`src/rtl/video_pkg.sv`:
```
// video_pkg: shared FSM state type and default CPU slot timing
// for the video RAM CPU arbiter.
package video_pkg;

  typedef enum logic [1:0] {
    ST_IDLE,
    ST_WAIT,
    ST_ACCESS,
    ST_DONE
  } arb_state_e;

  localparam int SEQ_PERIOD_DEF = 32;
  localparam int SLOT_START_DEF = 17;
  localparam int SLOT_END_DEF   = 20;

endpackage

```
`src/rtl/video_cpu_arbiter_bus_strobe_sync.sv`:
```
// bus_strobe_sync: two-flop synchroniser for an active-low ISA
// strobe, plus falling-edge (assertion) detect.
// Ports: clk, reset (sync, active-high), strobe_l (raw, active-low),
//        active (synchronised strobe asserted), fall (one-clock pulse).
module bus_strobe_sync (
  input  logic clk,
  input  logic reset,
  input  logic strobe_l,
  output logic active,
  output logic fall
);

  logic meta_d, meta_q;
  logic sync_d, sync_q;
  logic prev_d, prev_q;

  always_comb begin
    meta_d = strobe_l;
    sync_d = meta_q;
    prev_d = sync_q;
  end

  always_ff @(posedge clk) begin
    if (reset) begin
      meta_q <= 1'b1;
      sync_q <= 1'b1;
      prev_q <= 1'b1;
    end else begin
      meta_q <= meta_d;
      sync_q <= sync_d;
      prev_q <= prev_d;
    end
  end

  assign active = ~sync_q;
  assign fall   = prev_q & ~sync_q;

endmodule

```
`src/rtl/video_cpu_arbiter.sv`:
```
// video_cpu_arbiter: slots CPU ISA memory cycles into the display
// sequencer's CPU window on the shared VRAM and inserts ISA wait states.
// Ports: clk/reset (sync, active-high); clk_seq sequencer phase;
//   ISA side bus_a, bus_mem_cs, bus_memr_l, bus_memw_l, bus_d in,
//   bus_out, bus_dir, bus_rdy out; VRAM side cpu_grant, cpu_ram_a,
//   ram_we_l out, ram_d in; snow/snow_data to the pixel pipeline.
// Build option: define CGA_SNOW_EN to generate CGA write snow;
//   otherwise snow and snow_data are tied low.
module video_cpu_arbiter
  import video_pkg::*;
#(
  parameter int ADDR_WIDTH   = 15,
  parameter int SEQ_PERIOD   = SEQ_PERIOD_DEF,
  parameter int SLOT_START   = SLOT_START_DEF,
  parameter int SLOT_END     = SLOT_END_DEF,
  parameter int USE_BUS_WAIT = 1
) (
  input  logic                  clk,
  input  logic                  reset,
  input  logic [4:0]            clk_seq,
  input  logic [ADDR_WIDTH-1:0] bus_a,
  input  logic                  bus_mem_cs,
  input  logic                  bus_memr_l,
  input  logic                  bus_memw_l,
  input  logic [7:0]            bus_d,
  output logic [7:0]            bus_out,
  output logic                  bus_dir,
  output logic                  bus_rdy,
  input  logic                  hres_mode,
  input  logic                  display_enable,
  output logic                  cpu_grant,
  output logic [ADDR_WIDTH-1:0] cpu_ram_a,
  output logic                  ram_we_l,
  input  logic [7:0]            ram_d,
  output logic                  snow,
  output logic [7:0]            snow_data
);

  localparam logic [4:0] SEQ_LAST  = 5'(SEQ_PERIOD - 1);
  localparam logic [4:0] SEQ_OPEN  = 5'(SLOT_START);
  localparam logic [4:0] SEQ_CLOSE = 5'(SLOT_END);

  logic rd_act, rd_fall;
  logic wr_act, wr_fall;
  logic req, start_slot, wait_req;
  logic [4:0] seq_nxt;

  arb_state_e state_d, state_q;
  logic [ADDR_WIDTH-1:0] addr_d, addr_q;
  logic [7:0] wdata_d, wdata_q;
  logic [7:0] rdata_d, rdata_q;
  logic is_rd_d, is_rd_q;
  logic grant_d, grant_q;
  logic we_l_d, we_l_q;

  bus_strobe_sync u_rd_sync (
    .clk      (clk),
    .reset    (reset),
    .strobe_l (bus_memr_l),
    .active   (rd_act),
    .fall     (rd_fall)
  );

  bus_strobe_sync u_wr_sync (
    .clk      (clk),
    .reset    (reset),
    .strobe_l (bus_memw_l),
    .active   (wr_act),
    .fall     (wr_fall)
  );

  assign req = bus_mem_cs & (rd_fall | wr_fall);

  // Phase of the next cycle; grant is registered, so the slot is
  // opened one clock early to be high while clk_seq == SLOT_START.
  assign seq_nxt = (clk_seq == SEQ_LAST) ? 5'd0 : clk_seq + 5'd1;

  always_comb begin
    state_d    = state_q;
    addr_d     = addr_q;
    wdata_d    = wdata_q;
    rdata_d    = rdata_q;
    is_rd_d    = is_rd_q;
    grant_d    = grant_q;
    we_l_d     = we_l_q;
    start_slot = 1'b0;
    unique case (state_q)
      ST_IDLE: begin
        if (req) begin
          addr_d  = bus_a;
          wdata_d = bus_d;
          is_rd_d = rd_fall;
          if (seq_nxt == SEQ_OPEN) start_slot = 1'b1;
          else state_d = ST_WAIT;
        end
      end
      ST_WAIT: begin
        if (seq_nxt == SEQ_OPEN) start_slot = 1'b1;
      end
      ST_ACCESS: begin
        if (clk_seq == SEQ_CLOSE) begin
          state_d = ST_DONE;
          grant_d = 1'b0;
          we_l_d  = 1'b1;
          if (is_rd_q) rdata_d = ram_d;
        end
      end
      ST_DONE: begin
        if (!rd_act && !wr_act) state_d = ST_IDLE;
      end
      default: state_d = ST_IDLE;
    endcase
    if (start_slot) begin
      state_d = ST_ACCESS;
      grant_d = 1'b1;
      we_l_d  = is_rd_d;
    end
  end

  always_ff @(posedge clk) begin
    if (reset) begin
      state_q <= ST_IDLE;
      addr_q  <= '0;
      wdata_q <= '0;
      rdata_q <= '0;
      is_rd_q <= 1'b0;
      grant_q <= 1'b0;
      we_l_q  <= 1'b1;
    end else begin
      state_q <= state_d;
      addr_q  <= addr_d;
      wdata_q <= wdata_d;
      rdata_q <= rdata_d;
      is_rd_q <= is_rd_d;
      grant_q <= grant_d;
      we_l_q  <= we_l_d;
    end
  end

  // Raw strobes so the wait state appears with no sync delay.
  assign wait_req = ~reset & bus_mem_cs
                  & (~bus_memr_l | ~bus_memw_l)
                  & (state_q != ST_DONE);

  assign bus_rdy   = (USE_BUS_WAIT != 0) ? ~wait_req : 1'b1;
  assign bus_dir   = bus_mem_cs & ~bus_memr_l;
  assign bus_out   = rdata_q;
  assign cpu_grant = grant_q;
  assign ram_we_l  = we_l_q;
  assign cpu_ram_a = grant_q ? addr_q : '0;

`ifdef CGA_SNOW_EN
  logic       snow_d, snow_q;
  logic [7:0] snow_data_d, snow_data_q;

  always_comb begin
    snow_d      = start_slot & ~is_rd_d
                & hres_mode & display_enable;
    snow_data_d = snow_d ? wdata_d : 8'h00;
  end

  always_ff @(posedge clk) begin
    if (reset) begin
      snow_q      <= 1'b0;
      snow_data_q <= 8'h00;
    end else begin
      snow_q      <= snow_d;
      snow_data_q <= snow_data_d;
    end
  end

  assign snow      = snow_q;
  assign snow_data = snow_data_q;
`else
  logic unused_snow;
  assign unused_snow = hres_mode ^ display_enable;
  assign snow        = 1'b0;
  assign snow_data   = 8'h00;
`endif

endmodule

```
`config.mk`:
```
export PLATFORM = sky130hd
export DESIGN_NAME = video_cpu_arbiter
export DESIGN_NICKNAME = d
export VERILOG_FILES = /design/src/rtl/video_pkg.sv /design/src/rtl/video_cpu_arbiter_bus_strobe_sync.sv /design/src/rtl/video_cpu_arbiter.sv
export SDC_FILE = /design/constraint.sdc
export NUM_CORES = 1
export LEC_CHECK = 0
export ABC_AREA = 0
export BUFFER_PORTS_ARGS = -buffer_cell sky130_fd_sc_hd__buf_2
export CORE_ASPECT_RATIO = 1.4
export CORE_MARGIN = 8
export CORE_UTILIZATION = 30
export DETAILED_ROUTE_END_ITERATION = 12
export SLEW_MARGIN = 20
export SYNTH_ARGS = -nofsm -noshare
export SYNTH_HDL_FRONTEND = slang
export SYNTH_SLANG_ARGS = --single-unit
```
`constraint.sdc`:
```
create_clock -name clk -period 1.51 [get_ports clk]
set_clock_uncertainty 0.15 [all_clocks]
set_input_delay 0.2265 -clock clk [delete_from_list [all_inputs] [get_ports clk]]
set_output_delay 0.2265 -clock clk [all_outputs]
set_load 0.02 [all_outputs]
```
* After elaboration in Yosys (flattened, before gate mapping)
Index checks and enable logic that the tools add are counted.
** Storage, ports and cells
- Flip-flop bits (word level) :: 34
- Bits of input ports :: 43
- Output and inout port bits :: 36
- Word-level logic and storage cells :: 75
** Cells by class
- $add $sub $neg :: 1
- Eq/ne operators :: 15
- Multiplexer cells :: 19
- Bitwise logic cells :: 15
- Reduce and logical (&&, ||, !) cells :: 12
** Operators with widths (number)
- $eq A5 B5 Y1 const B :: 3
- $mux W15 :: 1
- $ne A3 B3 Y1 const B :: 4
- $mux W1 :: 10
- $mux W2 :: 5
- $ne A2 B2 Y1 const B :: 5
- $reduce_and A5 Y1 :: 2
- $and A1 B1 Y1 :: 7
- $not A1 Y1 :: 6
- $pmux W2 S3 :: 1
- $add A5 B1 Y5 const B :: 1
- $mux W5 :: 1
- $eq A2 B2 Y1 const B :: 2
- $reduce_and A2 Y1 :: 2
- $reduce_bool A2 Y1 :: 2
- $reduce_bool A4 Y1 :: 1
- $reduce_and A3 Y1 :: 1
- $reduce_bool A3 Y1 :: 1
- $eq A2 B1 Y1 const B :: 1
- $logic_not A2 Y1 :: 1
- $or A1 B1 Y1 :: 2
- $pmux W1 S2 :: 1
- $reduce_or A2 Y1 :: 1
- $logic_and A1 B1 Y1 :: 1

* Longest topological paths before layout
Gate-level depths: netlist of run 1.
- Depth in word-level cells :: 8
- Depth in mapped cells :: 6
- Depth with buffers taken out :: 5

* Modules after synthesis
A second synthesis of run 1 with hierarchy kept.
** Second synthesis, totals
- Cells, all modules :: 189
- Area total of the unflattened synthesis :: 1610.3 µm²
** Modules (own cells, without submodules)
- video_cpu_arbiter :: times used 1, cells each 173, area each 1432.6 µm², seq. area each 560.5 µm²
- bus_strobe_sync :: times used 2, cells each 8, area each 88.8 µm², seq. area each 60.1 µm²

* Least setup slack after synthesis of run 1
OpenSTA, ideal clock, no wires.
- Path kind :: flip-flop to flip-flop
- Start point :: register state_q[0]
- End point :: register rdata_q[0], in the netlist bus_out[0]
- Setup time :: 0.128 ns
- Arrival :: 1.323 ns
- Data required time :: 1.232 ns
- Path slack :: -0.090 ns
- Cell stages (with the launch flop) :: 5
- Buffers on the path :: 1
- Period minus slack after synthesis :: 1.600 ns
- Cells stage by stage :: dfxtp_1 clkbuf_1 nor4_4 mux2i_1 nor2_1
** On the way
- Cells in the longest elaborated chain, start to end :: 2
** Ends and longest elaborated chain
- start, declared :: line video_cpu_arbiter.sv:48 : arb_state_e state_d, state_q;
- start signal, assigned :: line video_cpu_arbiter.sv:130 : state_q <= state_d;
- $eq A2 B2 Y1 :: line video_cpu_arbiter.sv:87 : unique case (state_q)
- $reduce_and A3 Y1 (no line)
- end signal, assigned :: line video_cpu_arbiter.sv:133 : rdata_q <= rdata_d;
- end, declared :: line video_cpu_arbiter.sv:51 : logic [7:0] rdata_d, rdata_q;
No other way between the ends.
A chain may end at the register's enable or synchronous reset.

* Final worst setup path of run 1
- Start point :: register grant_q, in the netlist cpu_grant
- End point :: output port cpu_ram_a[12]
** On the way
- Cells in the longest elaborated chain, start to end :: 1
** Ends and longest elaborated chain
- start, declared :: line video_cpu_arbiter.sv:53 : logic grant_d, grant_q;
- start signal, assigned :: line video_cpu_arbiter.sv:135 : grant_q <= grant_d;
- $mux W15 :: line video_cpu_arbiter.sv:150 : assign cpu_ram_a = grant_q ? addr_q : '0;
- end, declared :: line video_cpu_arbiter.sv:32 : output logic [ADDR_WIDTH-1:0] cpu_ram_a,
No other way between the ends.

==> results.toml, run 1 <==
[status]
status = "complete, no violations"

[setup_path]
rr_endpoint = "bus_out[7]$_SDFFE_PP0P_"
r2r-start = "state_q[1]$_SDFFE_PP0P_"
worstPathArrival_ns = 1.07
path_max_fanout = 8
criticalPathCategory = "reg -> out"
reg2reg_depth = 5
cp-start-kind = "flip-flop"
r2r_setup_slack_ns = 0.10
startpoint = "cpu_grant$_SDFFE_PP0P_"
critPathRequiredTime_ns = 1.13
end_kind = "output port"

[layout]
n_antenna_cell = 0
drive_gt1_share_pct = 41.26
stdcell_count = 287
final_util_pct = 42.04
fin_area_mm2 = 0.002036
nets = 266
regMostFlops = "addr_q"
largest_reg_flops = 15
area_growth_pct = 35.47

[floorplan]
core_area_mm2 = 0.004842
start_util_pct = 31.03
die_width_um = 75.82
die-area_mm2 = 0.007562
die_y_um = 99.74
ios = 79
fp-row-count = 30

[detailed_routing]
dr.pass1.iters = 4
postRouteAntennaNets = 0
vias = 1256
wl_per_cell_um = 12.72
drtIter0Drc = 26
drc = 0
via_per_inst = 4.376
drt_wl_total_um = 3651

[logic_synthesis]
synthTopCellsByCount = "dfxtp_1, nor2_1, mux2i_1, and2_1, buf_4"
muxShareOfSynthArea_pct = 15.99
synth_cell_types = 31
syn_area_mm2 = 0.001503
synth-edff-count = 0
synthTopCellsByArea = "dfxtp_1, mux2i_1, nor2_1"
ys_seq_elements = 34
synth_xor_xnor_area_share_pct = 0
synth_compound_area_share_pct = 6.578
async_flop_share_pct = 0
synth_top_cell_by_area = "dfxtp_1"
synth_top_area_share_pct = 45.30
synth_fa_ha_area_share_pct = 0.8326
syn-instance-count = 155
ys.flop_type = "dfxtp_1"
synth_simple_gate_area_share_pct = 23.81
synth-warning-count = 0
synth_most_common_cell = "dfxtp_1"
synth_top_family_by_area = "simple AND/OR/NAND/NOR gates"
synth.yosys.seq_area_share_pct = 45.30
synth_area_per_cell_um2 = 9.695

[clocking]
clk_latency_ns = 0.28
root_buffer = "clkbuf_8"
post_cts_buffers = 0
cts_tree = "built"
cts_num_sinks = 34
htree_levels = 2
clkSlewWorstSetupHoldPaths_ns = 0.07
cts_buffers = 5
clock_path_buffers = 2

[placement]
hpwl_um = 2712
place_ws_ns = -0.06328
dp.cells = 277
place_congestion = 0.7689
portBuffers = 59
dpl_cell_area_mm2 = 0.001889

[power_and_ir_drop]
p_leak_nw = 1.035
design_power_total_mw = 1.831
power_per_cell_area_mw_per_mm2 = 899.5
ir_drop_mv = 0.4742

[global_routing]
grt_start_max_net_pins = 21
antenna_found_initial = 0
grtUsageTotal_pct = 9.930
grt_pass1_vias = 1287
grt-ovfl-total = 0
grt_first_pass_wirelength_um = 5761

[sta]
rsz0062_at_grt = "true"
fin_hold_ws_ns = 0.01444
finalWorstSetupSlack_ns = 0.06200
post-route-period-util_pct = 95.89
finalSetupTns_ns = 0
setup_violations = 0
slew_violations = 0
max_clock_freq_mhz = 690.6
hold_viol_final = 0
finalCriticalPeriod_ns = 1.448

[run]
drv_cap = 0

[hold_path]
min_from = "bus_memr_l"
hold_class = "in -> reg"
whs_endpoint = "u_rd_sync.meta_q$_SDFF_PP1_"
hold_depth = 2
==> critical path: stages, from the launching register on <==
cell and delay (ns):
dfxtp_2 0.36, buf_6 0.14, and2_1 0.13, buf_2 0.16
==> metal layers <==
layer,vias to the layer above,global-route usage (%),routed length [µm]
met4,0,5.349,56
met1,573,9.882,1414
met5,-,0,0
met3,4,3.827,350
li1,632,-,-
met2,47,16.87,1831
==> how the worst max path moves through the flow <==
stage / end / slack (ns) / cells past startpoint
finish: cpu_ram_a[12] / 0.06 / 3
global route: bus_rdy / -0.004 / 4
CTS: bus_rdy / 0.009 / 4
detailed placement: bus_out[7]$_SDFFE_PP0P_ / -0.06 / 6
global placement: bus_out[5]$_SDFFE_PP0P_ / -0.05 / 6
floorplan: bus_out[0]$_SDFFE_PP0P_ / -0.04 / 4
==> final cells by class <==
class	instances	area, µm²
fillers	503	2806
multi-input cells	110	749.5
flip-flops and latches	34	689.4
repair buffers	68	410.4
clock buffers	6	82.58
well taps	64	80.08
clock inverters	2	12.51
inverters	3	11.26
==> logic make-up after synthesis <==
group / after synthesis
AND/OR/NAND/NOR: 62
multiplexers: 24
buffers and inverters: 19
flip-flops: 34
other: 1
AO/OA/AOI/OAI: 14
adder cells (fa/ha/maj): 1
==> cell usage in the layout, fill, tap and decap left out, types with 2 or more instances in the layout <==
master    synthesis  routed
buf_4            10       4
inv_1             2       2
clkbuf_8          0       6
a21oi_1           4       4
mux2i_1          24      23
buf_2             0      57
nor2b_1           3       3
or2_2             6       6
dfxtp_1          34      31
buf_6             0       4
dfxtp_4           0       2
and2_1           16      16
buf_12            0       2
nor2_1           28      28
conb_1            1       9
==> power breakdown <==
group / switching, mW / internal [mW]
Combinational: 0.105 / 0.0939
Sequential: 0.0170 / 0.922
Clock: 0.327 / 0.366
==> timing repair <==
action,4_1_cts,5_1_grt
hold buffers,1,0
pin swaps,0,2
endpoints found under the hold margin,1,0
gates cloned,0,1
endpoints found under the setup margin,5,17
gates resized for setup,2,13
Note: power is estimated with default switching activity, not from simulation.
==> inputs of run 2 (changes only) <==
==> constraint.sdc (replaced) <==
create_clock -name clk -period 1.51 [get_ports clk]
set_clock_uncertainty 0.15 [all_clocks]
set_input_delay 0.2265 -clock clk [delete_from_list [all_inputs] [get_ports clk]]
set_output_delay 0.2265 -clock clk [all_outputs]
set_load 0.1 [all_outputs]
==> run 2 against run 1 <==
  * Clock-buffer cell count up 1
  * Critical endpoint is now bus_rdy
  * Fmax down 3.9%
  * Non-clock buffer count up 3
==> results.toml, run 2 (synthesized netlist as in run 1, its figures left out) <==
[status]
status = "complete, no violations"

[layout]
final_cell_mix = "buf_2, dfxtp_1, nor2_1, mux2i_1, buf_12"
n_antenna_cell = 0
final_util_pct = 48.99
area_growth_pct = 57.87
stdcell_count = 290
drive_gt1_share_pct = 47.79
regMostFlops = "addr_q"
nets = 269
fin_area_mm2 = 0.002372
largest_reg_flops = 15
final_common_cell = "buf_2"

[global_routing]
grt_use_met3_pct = 3.122
grt_start_max_net_pins = 18
antenna_found_initial = 0
grt_pass1_vias = 1294
grtUsageTotal_pct = 9.666
busiest_layer = "met2"
grt-ovfl-total = 0
use_met2_pct = 17.06
met1_usage_pct = 9.166
grt_first_pass_wirelength_um = 5589

[power_and_ir_drop]
power_per_cell_area_mw_per_mm2 = 813.8
ir_drop_mv = 0.4070
p_leak_nw = 1.118

[floorplan]
core_area_mm2 = 0.004842
die-area_mm2 = 0.007562
ios = 79
die_y_um = 99.74
fp-row-count = 30
start_util_pct = 31.03
die_width_um = 75.82

[setup_path]
end_kind = "output port"
criticalPathCategory = "reg -> out"
crit_family = "flip-flops"
worstPathArrival_ns = 1.13
cp-start-kind = "flip-flop"
r2r_setup_slack_ns = 0.04
critPathRequiredTime_ns = 1.13
max_stage_delay_ns = 0.35
path_max_fanout = 2
path_buf_inv = 2
r2r-start = "state_q[1]$_SDFFE_PP0P_"
path_depth = 4
crit_end = "bus_rdy"
crit_chain = "buf_6, nand2_2, nand4b_1, buf_12"
rr_endpoint = "bus_out[2]$_SDFFE_PP0P_"
reg2reg_depth = 6
crit_slowest_cell = "dfxtp_4"
startpoint = "state_q[1]$_SDFFE_PP0P_"

[detailed_routing]
wl_per_cell_um = 12.04
dr.pass1.iters = 4
postRouteAntennaNets = 0
drc = 0
vias = 1258
drt_wl_total_um = 3491
via_per_inst = 4.338
drtIter0Drc = 28

[sta]
post-route-period-util_pct = 99.79
finalSetupTns_ns = 0
setup_violations = 0
max_clock_freq_mhz = 663.6
rsz0062_at_grt = "true"
slew_violations = 0
hold_viol_final = 0
finalCriticalPeriod_ns = 1.507
fin_hold_ws_ns = 0.02047

[placement]
hpwl_um = 2764
place_congestion = 0.8108
dpl_cell_area_mm2 = 0.002203
portBuffers = 59
dp.cells = 278

[clocking]
root_buffer = "clkbuf_8"
clock_path_buffers = 2
htree_levels = 2
cts_buffers = 5
clkSlewWorstSetupHoldPaths_ns = 0.06
cts_num_sinks = 34
clk_latency_ns = 0.28
cts_tree = "built"

[run]
drv_cap = 0

[hold_path]
hold_class = "in -> reg"
[run 2: changes by cell type in the layout (fill, tap and decap cells not counted), sizes merged]
cell,before,now
clkinvlp,1,0
clkinv,1,2
inv,3,2
buf,67,69
clkbuf,6,8
[run 2: power breakdown]
part | switching [mW] | leakage [nW] | internal, mW
Sequential | 0.0200 | 0.278 | 0.921
Combinational | 0.208 | 0.792 | 0.114
Clock | 0.301 | 0.0482 | 0.367
Total | 0.529 | 1.12 | 1.40
[run 2: final cells by class]
type,instances,area (µm²)
clock buffers,7,86.33
well taps,64,80.08
clock inverters,1,5.005
inverters,3,11.26
flip-flops and latches,34,689.4
multi-input cells,110,792.0
repair buffers,71,708.2
fillers,458,2470
[run 2: worst register-to-register path, delay by kind of cell, from the launching register on]
family	cells	cell delay (ns)
DFF	1	0.35
muxes	1	0.19
and+or+nand+nor	3	0.40
buffers and inverters	2	0.29
[run 2: worst min path at each step]
| stage | end | cells after the start | slack, ns | startpoint |
|---|---|---|---|---|
| after detailed placement | u_wr_sync.prev_d$_SDFF_PP1_ | 1 | 0.25 | u_wr_sync.meta_q$_SDFF_PP1_ |
| after global placement | u_wr_sync.prev_d$_SDFF_PP1_ | 1 | 0.24 | u_wr_sync.meta_q$_SDFF_PP1_ |
| after floorplan | u_rd_sync.meta_q$_SDFF_PP1_ | 1 | 0.18 | bus_memr_l |
| final | u_rd_sync.meta_q$_SDFF_PP1_ | 2 | 0.02 | bus_memr_l |
| after global routing | u_rd_sync.meta_q$_SDFF_PP1_ | 2 | 0.02 | bus_memr_l |
| after CTS | u_rd_sync.meta_q$_SDFF_PP1_ | 2 | 0.008 | bus_memr_l |
[run 2: through the flow]
stage | worst slack (ns) | power (mW)
3_3_place_gp | -0.05591 | 1.263
2_1_floorplan | -0.3446 | 1.203
5_1_grt | -0.05515 | 2.031
4_1_cts | -0.005209 | 1.956
6_report | 0.003144 | 1.931
3_5_place_dp | -0.06774 | 1.267
[run 2: what timing repair did]
action	CTS	global route
hold buffers	1	0
endpoints found under the hold margin	1	0
resized for setup	4	3
pin swaps	0	15
cloned	0	1
buffers inserted	2	0
endpoints found under the setup margin	1	38
[run 2: routing by layer]
| layer | share of wire, % | routed length [µm] | up-vias |
|---|---|---|---|
| met1 | 36 | 1261 | 572 |
| met4 | 1.7 | 58 | 0 |
| met5 | 0 | 0 | - |
| li1 | - | - | 636 |
| met3 | 8.6 | 301 | 4 |
| met2 | 54 | 1869 | 46 |
==> inputs of run 3 (changes only) <==
==> constraint.sdc (replaced) <==
create_clock -name clk -period 1.51 [get_ports clk]
set_clock_uncertainty 0.15 [all_clocks]
set_input_delay 0.453 -clock clk [delete_from_list [all_inputs] [get_ports clk]]
set_output_delay 0.453 -clock clk [all_outputs]
set_load 0.1 [all_outputs]
==> run 3 against run 2 <==
  * Sequential cell count is the same
  * The run now ends with setup timing left
  * Largest power group unchanged
  * Non-clock buffer count grew 10
  * Hold slack gained 0.21 ns
  * Critical endpoint is now cpu_ram_a[11]
==> results.toml, run 3 (synthesized netlist as in run 1, its figures left out) <==
[sta]
rsz0062_at_grt = "true"
setup_violations = 41
max_clock_freq_mhz = 593.1
hold_viol_final = 0
finalWorstSetupSlack_ns = -0.1761
fin_hold_ws_ns = 0.2294
finalCriticalPeriod_ns = 1.686
post-route-period-util_pct = 111.7
slew_violations = 0

[power_and_ir_drop]
design_power_total_mw = 1.978
p_leak_nw = 1.224
ir_drop_mv = 0.6005
power_per_cell_area_mw_per_mm2 = 734.8

[clocking]
root_buffer = "clkbuf_8"
clk_latency_ns = 0.27
cts_tree = "built"
holdBufCountCts = 0
clkSlewWorstSetupHoldPaths_ns = 0.06
htree_levels = 2
clock_path_buffers = 2
cts_buffers = 5
cts_num_sinks = 34

[setup_path]
criticalPathCategory = "reg -> out"
rr_endpoint = "ram_we_l$_SDFFE_PP1P_"
cp-start-kind = "flip-flop"
r2r-start = "state_q[1]$_SDFFE_PP0P_"
critPathRequiredTime_ns = 0.91
reg2reg_depth = 8
end_kind = "output port"
crit_slowest_cell = "dfxtp_4"
path_max_fanout = 8
max_stage_delay_ns = 0.37
worstPathArrival_ns = 1.08
crit_chain = "buf_6, and2_4, buf_12"
r2r_setup_slack_ns = -0.06

[placement]
dp.cells = 279
portBuffers = 59
hpwl_um = 2858
place_ws_ns = -0.2842
place_congestion = 0.7857

[hold_path]
hold_depth = 2
hold_class = "in -> reg"
min_from = "bus_memw_l"
whs_endpoint = "u_wr_sync.meta_q$_SDFF_PP1_"

[detailed_routing]
dr.pass1.iters = 3
via_per_inst = 4.410
wl_per_cell_um = 13.56
vias = 1323
drt_wl_total_um = 4067
drc = 0
drtIter0Drc = 15
postRouteAntennaNets = 0

[run]
drv_cap = 0

[global_routing]
grt_pass1_vias = 1386
grtUsageTotal_pct = 10.91
antenna_found_initial = 0
grt_first_pass_wirelength_um = 6334
grt-ovfl-total = 0
grt_start_max_net_pins = 35

[layout]
final_cell_mix = "buf_2, buf_12, nor2_1, mux2i_1, dfxtp_1"
final_util_pct = 55.58
drive_gt1_share_pct = 58.05
area_growth_pct = 79.10
largest_reg_flops = 15
nets = 279
n_antenna_cell = 0
regMostFlops = "addr_q"
stdcell_count = 300

[floorplan]
core_area_mm2 = 0.004842
die-area_mm2 = 0.007562
start_util_pct = 31.03
ios = 79
die_y_um = 99.74
fp-row-count = 30
die_width_um = 75.82

[status]
status = "complete, but fails checks"
violations = "setup timing"
-- run 3: cell types whose count changed in the layout (fill, tap and decap cells not counted), sizes merged --
cell / previous run / this run
buf: 69 / 80
dlygate4sd3: 1 / 0
-- run 3: where the power goes --
part | switching, mW | internal [mW]
clock | 0.301 | 0.367
sequential | 0.0138 | 0.920
combinational | 0.233 | 0.142
-- run 3: metrics by stage --
| step | setup TNS (ns) | instance area, µm² |
|---|---|---|
| 2_1_floorplan | -5.066 | 1625 |
| 3_3_place_gp | -3.190 | 2366 |
| 3_5_place_dp | -3.590 | 2366 |
| 4_1_cts | -3.759 | 2609 |
| 5_1_grt | -6.506 | 2691 |
| 6_report | -3.809 | 2691 |
-- run 3: worst max path at each step --
stage | endpoint | from | slack [ns] | cells past startpoint
floorplan | bus_rdy | reset | -0.80 | 3
global placement | ram_we_l$_SDFFE_PP1P_ | clk_seq[1] | -0.26 | 6
detailed placement | ram_we_l$_SDFFE_PP1P_ | clk_seq[1] | -0.28 | 6
CTS | cpu_ram_a[10] | cpu_grant$_SDFFE_PP0P_ | -0.18 | 3
global route | cpu_ram_a[1] | cpu_grant$_SDFFE_PP0P_ | -0.22 | 3
finish | cpu_ram_a[11] | cpu_grant$_SDFFE_PP0P_ | -0.18 | 3
-- run 3: cell type report --
type | count | area, µm²
Fill cell | 439 | 2151
Timing Repair Buffer | 81 | 952.2
Multi-Input combinational cell | 110 | 853.3
Sequential cell | 34 | 703.2
Clock buffer | 7 | 86.33
Tap cell | 64 | 80.08
Inverter | 3 | 11.26
Clock inverter | 1 | 5.005
-- run 3: metal layers --
layer  wire length, µm  vias up  GRT usage [%]
li1                  -      657              -
met1              1427      616          10.59
met5                 0        -              0
met3               318        4          3.323
met2              2243       46          19.71
met4                78        0          5.201
-- run 3: repair_timing --
item | in CTS | in global routing
setup endpoints to repair | 40 | 42
gates cloned | 1 | 0
setup buffers | 9 | 3
gates resized for setup | 15 | 14
pin swaps | 10 | 2
-- run 3: worst max-delay path: cells and delay by family (launching register included) --
kind,cells,cell delay [ns]
buffers and inverters,2,0.29
DFF,1,0.37
and+or+nand+nor,1,0.15
